[src/rtl/isa_pkg.sv]
// Shared ISA definitions for the 32-bit, 5-bit-opcode core: opcode values,
// instruction field positions and the decoded-instruction record.
package isa_pkg;

  localparam int FIELD_W = 5;

  localparam logic [FIELD_W-1:0] OP_RTYPE = 5'b00000;
  localparam logic [FIELD_W-1:0] OP_J     = 5'b00001;
  localparam logic [FIELD_W-1:0] OP_BNE   = 5'b00010;
  localparam logic [FIELD_W-1:0] OP_JAL   = 5'b00011;
  localparam logic [FIELD_W-1:0] OP_JR    = 5'b00100;
  localparam logic [FIELD_W-1:0] OP_ADDI  = 5'b00101;
  localparam logic [FIELD_W-1:0] OP_BLT   = 5'b00110;
  localparam logic [FIELD_W-1:0] OP_SW    = 5'b00111;
  localparam logic [FIELD_W-1:0] OP_LW    = 5'b01000;
  localparam logic [FIELD_W-1:0] OP_SETX  = 5'b10101;
  localparam logic [FIELD_W-1:0] OP_BEX   = 5'b10110;

  localparam int OPCODE_LSB = 27;
  localparam int RD_LSB     = 22;
  localparam int RS_LSB     = 17;
  localparam int RT_LSB     = 12;
  localparam int SHAMT_LSB  = 7;
  localparam int ALUOP_LSB  = 2;
  localparam int IMM_MSB    = 16;

  // The record is sized for the widest supported datapath and PC; users
  // take the low XLEN / PC_W bits.
  localparam int XLEN_MAX = 64;
  localparam int PC_W_MAX = 27;

  typedef struct packed {
    logic [FIELD_W-1:0]  opcode;
    logic [FIELD_W-1:0]  rd;
    logic [FIELD_W-1:0]  rs;
    logic [FIELD_W-1:0]  rt;
    logic [FIELD_W-1:0]  shamt;
    logic [FIELD_W-1:0]  aluop;
    logic [XLEN_MAX-1:0] immediate;
    logic [PC_W_MAX-1:0] target;
    logic                we;
    logic                mwen;
    logic                lw;
    logic                use_rs;
    logic                use_rt;
    logic                use_rd;
  } decoded_t;

  function automatic logic [FIELD_W-1:0] field5(input logic [31:0] ins, input int lsb);
    return ins[lsb +: FIELD_W];
  endfunction

endpackage

[src/rtl/ins_decode.sv]
// Combinational instruction splitter: fields, sign-extended immediate,
// jump target, control enables and register source-use flags.
module ins_decode
  import isa_pkg::*;
#(
  parameter int XLEN = 32,
  parameter int PC_W = 12
) (
  input  logic [31:0] ins,
  output decoded_t    dec
);

  // Bits above XLEN / PC_W are forced to zero so the record never carries
  // information the stage cannot hold.
  localparam logic [XLEN_MAX-1:0] IMM_MASK =
    (XLEN >= XLEN_MAX) ? {XLEN_MAX{1'b1}} : ((XLEN_MAX'(1) << XLEN) - XLEN_MAX'(1));
  localparam logic [PC_W_MAX-1:0] TGT_MASK =
    (PC_W >= PC_W_MAX) ? {PC_W_MAX{1'b1}} : ((PC_W_MAX'(1) << PC_W) - PC_W_MAX'(1));

  // Field extraction and opcode-driven control / source-use decode.
  always_comb begin
    dec           = '0;
    dec.opcode    = field5(ins, OPCODE_LSB);
    dec.rd        = field5(ins, RD_LSB);
    dec.rs        = field5(ins, RS_LSB);
    dec.rt        = field5(ins, RT_LSB);
    dec.shamt     = field5(ins, SHAMT_LSB);
    dec.aluop     = field5(ins, ALUOP_LSB);
    dec.immediate = {{(XLEN_MAX-IMM_MSB-1){ins[IMM_MSB]}}, ins[IMM_MSB:0]} & IMM_MASK;
    dec.target    = ins[PC_W_MAX-1:0] & TGT_MASK;
    case (dec.opcode)
      OP_RTYPE: begin
        dec.we     = 1'b1;
        dec.use_rs = 1'b1;
        dec.use_rt = 1'b1;
      end
      OP_ADDI: begin
        dec.we     = 1'b1;
        dec.use_rs = 1'b1;
      end
      OP_LW: begin
        dec.we     = 1'b1;
        dec.lw     = 1'b1;
        dec.use_rs = 1'b1;
      end
      OP_SW: begin
        dec.mwen   = 1'b1;
        dec.use_rs = 1'b1;
        dec.use_rd = 1'b1;
      end
      OP_BNE, OP_BLT: begin
        dec.use_rs = 1'b1;
        dec.use_rd = 1'b1;
      end
      OP_JR: begin
        dec.use_rd = 1'b1;
      end
      OP_JAL, OP_SETX: begin
        dec.we = 1'b1;
      end
      default: begin
      end
    endcase
  end

endmodule

[src/rtl/decode_stage.sv]
// Registered decode stage between fetch and execute: valid/ready handshake,
// output pipeline register, load-use hazard tracker and branch flush.
//
// state | meaning
// RUN   | no pending load hit (cnt = 0 or no source matches ld_rd); accept when the output advances
// STALL | offered instruction reads ld_rd while cnt != 0; refuse it and issue bubbles until cnt = 0
//
// The two states are not stored: they are a pure function of cnt, ld_rd and
// the offered instruction, so the tracker registers are the only state.
module decode_stage
  import isa_pkg::*;
#(
  parameter int XLEN       = 32,
  parameter int PC_W       = 12,
  parameter int LOAD_DELAY = 1
) (
  input  logic            clock,
  input  logic            reset,
  input  logic            flush,
  input  logic            in_valid,
  output logic            in_ready,
  input  logic [PC_W-1:0] in_pc,
  input  logic [31:0]     in_ins,
  output logic            out_valid,
  input  logic            out_ready,
  output logic [PC_W-1:0] out_pc,
  output logic [4:0]      opcode,
  output logic [4:0]      rd,
  output logic [4:0]      rs,
  output logic [4:0]      rt,
  output logic [4:0]      shamt,
  output logic [4:0]      aluop,
  output logic [XLEN-1:0] immediate,
  output logic [PC_W-1:0] target,
  output logic            we,
  output logic            mwen,
  output logic            lw
);

  localparam logic [1:0] LD_CNT = 2'(LOAD_DELAY);

  decoded_t   dec;
  logic       adv;
  logic       src_hit;
  logic       stall;
  logic       xfer;
  logic [1:0] cnt;
  logic [4:0] ld_rd;
  logic       unused_dec_hi;

  ins_decode #(.XLEN(XLEN), .PC_W(PC_W)) u_ins_decode (
    .ins (in_ins),
    .dec (dec)
  );

  assign unused_dec_hi = ^{dec.immediate, dec.target};

  // Handshake: in_valid deliberately stays out of in_ready so fetch sees a
  // ready that does not depend on its own offer.
  always_comb begin
    adv     = ~out_valid | out_ready;
    src_hit = (dec.use_rs && (dec.rs != 5'd0) && (dec.rs == ld_rd)) ||
              (dec.use_rt && (dec.rt != 5'd0) && (dec.rt == ld_rd)) ||
              (dec.use_rd && (dec.rd != 5'd0) && (dec.rd == ld_rd));
    stall    = (cnt != 2'd0) && src_hit;
    in_ready = adv && !flush && !stall;
    xfer     = in_valid && in_ready;
  end

  // Hazard tracker: arm on an issued load, count down on every advance.
  always_ff @(posedge clock or negedge reset) begin
    if (!reset) begin
      cnt   <= 2'd0;
      ld_rd <= 5'd0;
    end else if (flush) begin
      cnt <= 2'd0;
    end else if (adv) begin
      if (xfer && dec.lw && (dec.rd != 5'd0)) begin
        cnt   <= LD_CNT;
        ld_rd <= dec.rd;
      end else if (cnt != 2'd0) begin
        cnt <= cnt - 2'd1;
      end
    end
  end

  // Valid and side-effect enables: cleared by flush, bubbles or reset.
  always_ff @(posedge clock or negedge reset) begin
    if (!reset) begin
      out_valid <= 1'b0;
      we        <= 1'b0;
      mwen      <= 1'b0;
      lw        <= 1'b0;
    end else if (flush) begin
      out_valid <= 1'b0;
      we        <= 1'b0;
      mwen      <= 1'b0;
      lw        <= 1'b0;
    end else if (adv) begin
      out_valid <= xfer;
      we        <= xfer && dec.we;
      mwen      <= xfer && dec.mwen;
      lw        <= xfer && dec.lw;
    end
  end

  // Datapath fields only change on a real transfer; bubbles leave them be.
  always_ff @(posedge clock or negedge reset) begin
    if (!reset) begin
      out_pc    <= '0;
      opcode    <= 5'd0;
      rd        <= 5'd0;
      rs        <= 5'd0;
      rt        <= 5'd0;
      shamt     <= 5'd0;
      aluop     <= 5'd0;
      immediate <= '0;
      target    <= '0;
    end else if (xfer) begin
      out_pc    <= in_pc;
      opcode    <= dec.opcode;
      rd        <= dec.rd;
      rs        <= dec.rs;
      rt        <= dec.rt;
      shamt     <= dec.shamt;
      aluop     <= dec.aluop;
      immediate <= dec.immediate[XLEN-1:0];
      target    <= dec.target[PC_W-1:0];
    end
  end

endmodule

[config.mk]
export PLATFORM = sky130hd
export DESIGN_NAME = decode_stage
export DESIGN_NICKNAME = d
export VERILOG_FILES = /design/src/rtl/isa_pkg.sv /design/src/rtl/ins_decode.sv /design/src/rtl/decode_stage.sv
export SDC_FILE = /design/constraint.sdc
export NUM_CORES = 1
export LEC_CHECK = 0
export ABC_AREA = 1
export CORE_ASPECT_RATIO = 1.1
export CORE_MARGIN = 3
export CORE_UTILIZATION = 35
export DETAILED_ROUTE_END_ITERATION = 8
export PLACE_DENSITY_LB_ADDON = 0.15
export REMOVE_ABC_BUFFERS = 1
export SYNTH_ARGS = -nofsm -noshare
export SYNTH_HDL_FRONTEND = slang
export SYNTH_HIERARCHICAL = 1
export SYNTH_SLANG_ARGS = --single-unit
[constraint.sdc]
create_clock -name clock -period 2.2 [get_ports clock]
set_clock_uncertainty 0.05 [all_clocks]
set_input_delay 0.66 -clock clock [delete_from_list [all_inputs] [get_ports clock]]
set_output_delay 0.66 -clock clock [all_outputs]
set_load 0.02 [all_outputs]
; Yosys cells after proc, flatten, opt, wreduce, memory -nomap -nowiden
; Index checks and enable logic that the tools add are counted.
[word_totals]
ff_bits = 82
in_bits = 49
out_inout_bits = 91
word_cells = 78
[classes]
n_addsub = 1
eq_ne = 11
muxes = 18
n_bitwise = 3
reduce_logical = 30
[op_table]
columns = cell, n
row1 = equality test 5 x 3 -> 1 bit (second input constant), 4
row2 = equality test 5 bit, 3
row3 = nonzero test 5 bit, 3
row4 = logical AND 1 bit, 14
row5 = 2-to-1 mux 1 bit, 14
row6 = equality test 5 x 2 -> 1 bit (second input constant), 2
row7 = 2-to-1 mux 2 bit, 4
row8 = OR reduction 6 bit, 1
row9 = equality test 5 x 4 -> 1 bit (second input constant), 1
row10 = equality test 5 bit (second input constant), 1
row11 = logical NOT 5 bit, 1
row12 = OR reduction 5 bit, 1
row13 = nonzero test 2 bit, 2
row14 = OR reduction 4 bit, 1
row15 = AND reduction 3 bit, 1
row16 = nonzero test 3 bit, 1
row17 = logical NOT 1 bit, 2
row18 = logical OR 1 bit, 2
row19 = NOT 1 bit, 2
row20 = AND reduction 2 bit, 1
row21 = subtractor 2 x 1 -> 2 bit (second input constant), 1
row22 = bitwise OR 1 bit, 1

; Depth between registers and ports, before layout
[depth]
depth_word = 16
mapped_depth = 19
depth_no_buf = 19

; Hierarchy
; Netlist, hierarchy kept.
[modules_own_cells]
columns = module, instances, cells_per_inst, area_each_um2
row1 = decode_stage, 1, 325, 4056.4
row2 = ins_decode, 1, 150, 1058.5

; Least setup slack after synthesis
; OpenSTA, ideal clock, no wires.
[synth_timing]
path_kind = input-to-reg
start = in in_ins[27]
end = reg, netlist name immediate[21]
setup_time_ps = 125
t_arrival_ps = 2280
required_ps = 2025
path_slack_ps = -255
stages = 16
n_path_buf = 1
cell_sequence = inv_1 > nand2_2 > nand2_1 > nor2_2 > nor2_1 > nand2_1 > inv_1 > a21oi_1 > nand2_1 > nor2_1 > nand3_1 > nand3_2 > a21boi_4 > nand2_4 > clkbuf_8 > mux2_4
[synth_lines]
columns = element, line
row1 = from (decl), decode_stage.sv:23  ; input logic [31:0] in_ins,

==> results.cfg <==
[run_status]
status = finished with violations
violations = setup timing

[floorplanning]
die_x_um = 117
num_rows = 44
core_um2 = 13300
ioPinCount = 140
floorplan.die_area_um2 = 15000
start_util = 0.359
die_height_um = 128

[clocking]
cts_htree_levels = 3
cts_buffers = 9
cts_tree = yes
root_buffer = clkbuf_16
clock_path_buffers = 2
clk_latency_ns = 0.35
clk_pin_slew_worst_paths_ns = 0.07
cts_hold_buf = 0
cts.sink_count = 97

[sta]
grt_setup_unrepaired = true
max_slew_margin = 0.491
finalSetupViolCount = 96
setup_tns_ns = -21.82
hold_viol = 0
worst_pin_slew_ns = 0.763
fin_crit_sh = 1.16
clock.fmax_ghz = 0.391
finalMaxSlewViolations = 0
fin_ws_ns = -0.355
final.min_clock_period_ns = 2.56

[min_path]
min_path_type = input pin to asynchronous set/reset pin

[place]
place.gp.congestion = 0.912
port-buffer-count = 139
dp_hpwl_mm = 7.75
place_ws_ns = -1.30

[cells_and_area]
fill_cells = 1176
drive_above_1_share = 0.339
final_nets = 606
fin_util = 0.537
area_growth_syn_to_layout_pct = 49.8

[detailed_routing]
totalWireLength_mm = 12.0
drt_iter0_markers = 101
avgRoutedWirePerCell_um = 16.1
viasPerCell = 4.39
ant_nets = 0
firstDrtPassIters = 4
via_count = 3275
drc = 0

[grt]
grt_pass1_vias = 3452
grt_overflow = 0
antenna_found_initial = 0
grt_max_degree = 31
grtUsageTotal = 0.162
grt_pass1_wl_mm = 18.7

[critical_path]
cp-end-kind = primary output
cp_max_fo = 3
cp.required_ns = 1.49
crit_type = input pin to primary output
arrival_ns = 1.85
critPathLaunchType = input pin

[power]
power.total_mw = 5.79
leakage_nw = 3.43
max-vdd-ir-drop_v = 0.000437
power_density_nw_per_um2 = 813

[logic_synthesis]
syn_area_per_cell_um2 = 11.1
netlist_instances = 427
yosysWarnings = 6
syn_area_um2 = 4760

[flow_run]
drv_cap = 0
## final cells by class
type / count / area [um2] / share of cell area
diodes: 1 / 2.50 / 0.000351
clock buffers: 11 / 243 / 0.0341
clock inverters: 5 / 38.8 / 0.00544
inverters: 32 / 138 / 0.0193
multi-input cells: 215 / 1880 / 0.264
flip-flops and latches: 97 / 2430 / 0.341
well taps: 184 / 230 / 0.0323
repair buffers: 201 / 2170 / 0.304
## per-stage QoR
step	instance area [um2]	cells	hold slack, ns
5_1_grt	7120	745	0.248
3_3_place_gp	6040	701	0.410
6_report	7130	746	0.221
3_5_place_dp	6040	701	0.421
4_1_cts	7000	743	0.222
2_1_floorplan	4080	342	0.314
## sequential cells by signal, indices dropped and copies added (netlist names), 5 cells and up
name       flops
target        12
shamt          5
opcode         5
out_pc        12
rs             5
ld_rd          5
immediate     32
aluop          5
rd             5
rt             5
## power breakdown
group | leakage [nW] | internal, mW | switching [mW] | total, mW
Clock | 0.136 | 0.805 | 0.696 | 1.50
Combinational | 2.14 | 1.11 | 0.902 | 2.01
Sequential | 1.15 | 2.10 | 0.186 | 2.28
Total | 3.43 | 4.01 | 1.78 | 5.79
## timing repair
action                                  in CTS  in global routing
gates cloned                                10                  3
pin swaps                                   15                  8
resized for setup                          136                 62
endpoints found under the setup margin      98                 97
buffers inserted                            16                  6
## per-layer routing
| metal | vias up | GRT usage | routed length (um) |
|---|---|---|---|
| met3 | 10 | 0.0354 | 588 |
| met2 | 79 | 0.277 | 6250 |
| met4 | 0 | 0.0587 | 184 |
| met5 | - | 0 | 0 |
| li1 | 1581 | - | - |
| met1 | 1605 | 0.200 | 4960 |
## worst max-delay path, cell delays in order
cell and delay, ns:
buf_8 0.11, nor2_4 0.12, nand2_2 0.07, nor2_2 0.10, nor2_2 0.04, nand2_1 0.05, inv_1 0.04, a21oi_1 0.10
nand2_1 0.07, nor2_2 0.09, nand3_2 0.09, nand3_4 0.12, a21boi_4 0.06, buf_6 0.13
## cell usage in the layout (no fill, tap or decap), types with 3 or more instances in the layout
cell,instances
nor2_1,16
mux2_2,9
buf_16,4
clkdlybuf4s50_1,116
a21oi_1,3
nor2_2,5
inv_1,26
nand2_8,3
o21ai_0,6
nand3_1,3
o21ai_1,14
xnor2_1,3
nand2_2,4
nor2_4,3
dfrtp_1,97
clkbuf_16,11
dlygate4sd2_1,15
buf_6,12
mux2_4,65
nand4_1,5
nand2_1,61
nand2_4,3
buf_12,10
buf_8,8
buf_4,32
## path summary, 6_finish.rpt
check	start	endpoint	slack, ns	depth (start not counted)
setup / recovery	in_ins[29]	in_ready	-0.36	14
hold / removal	reset	ld_rd[2]$_DFFE_PN0P_	0.22	1
setup reg to reg	ld_rd[4]$_DFFE_PN0P_	ld_rd[1]$_DFFE_PN0P_	-0.10	16
hold reg to reg	rd[0]$_DFFE_PN0P_	rd[0]$_DFFE_PN0P_	0.43	2
max in group asynchronous	reset	immediate[4]$_DFFE_PN0P_	1.37	2
min in group clock	rd[0]$_DFFE_PN0P_	rd[0]$_DFFE_PN0P_	0.43	2
Power figures use the tool's default switching activity.
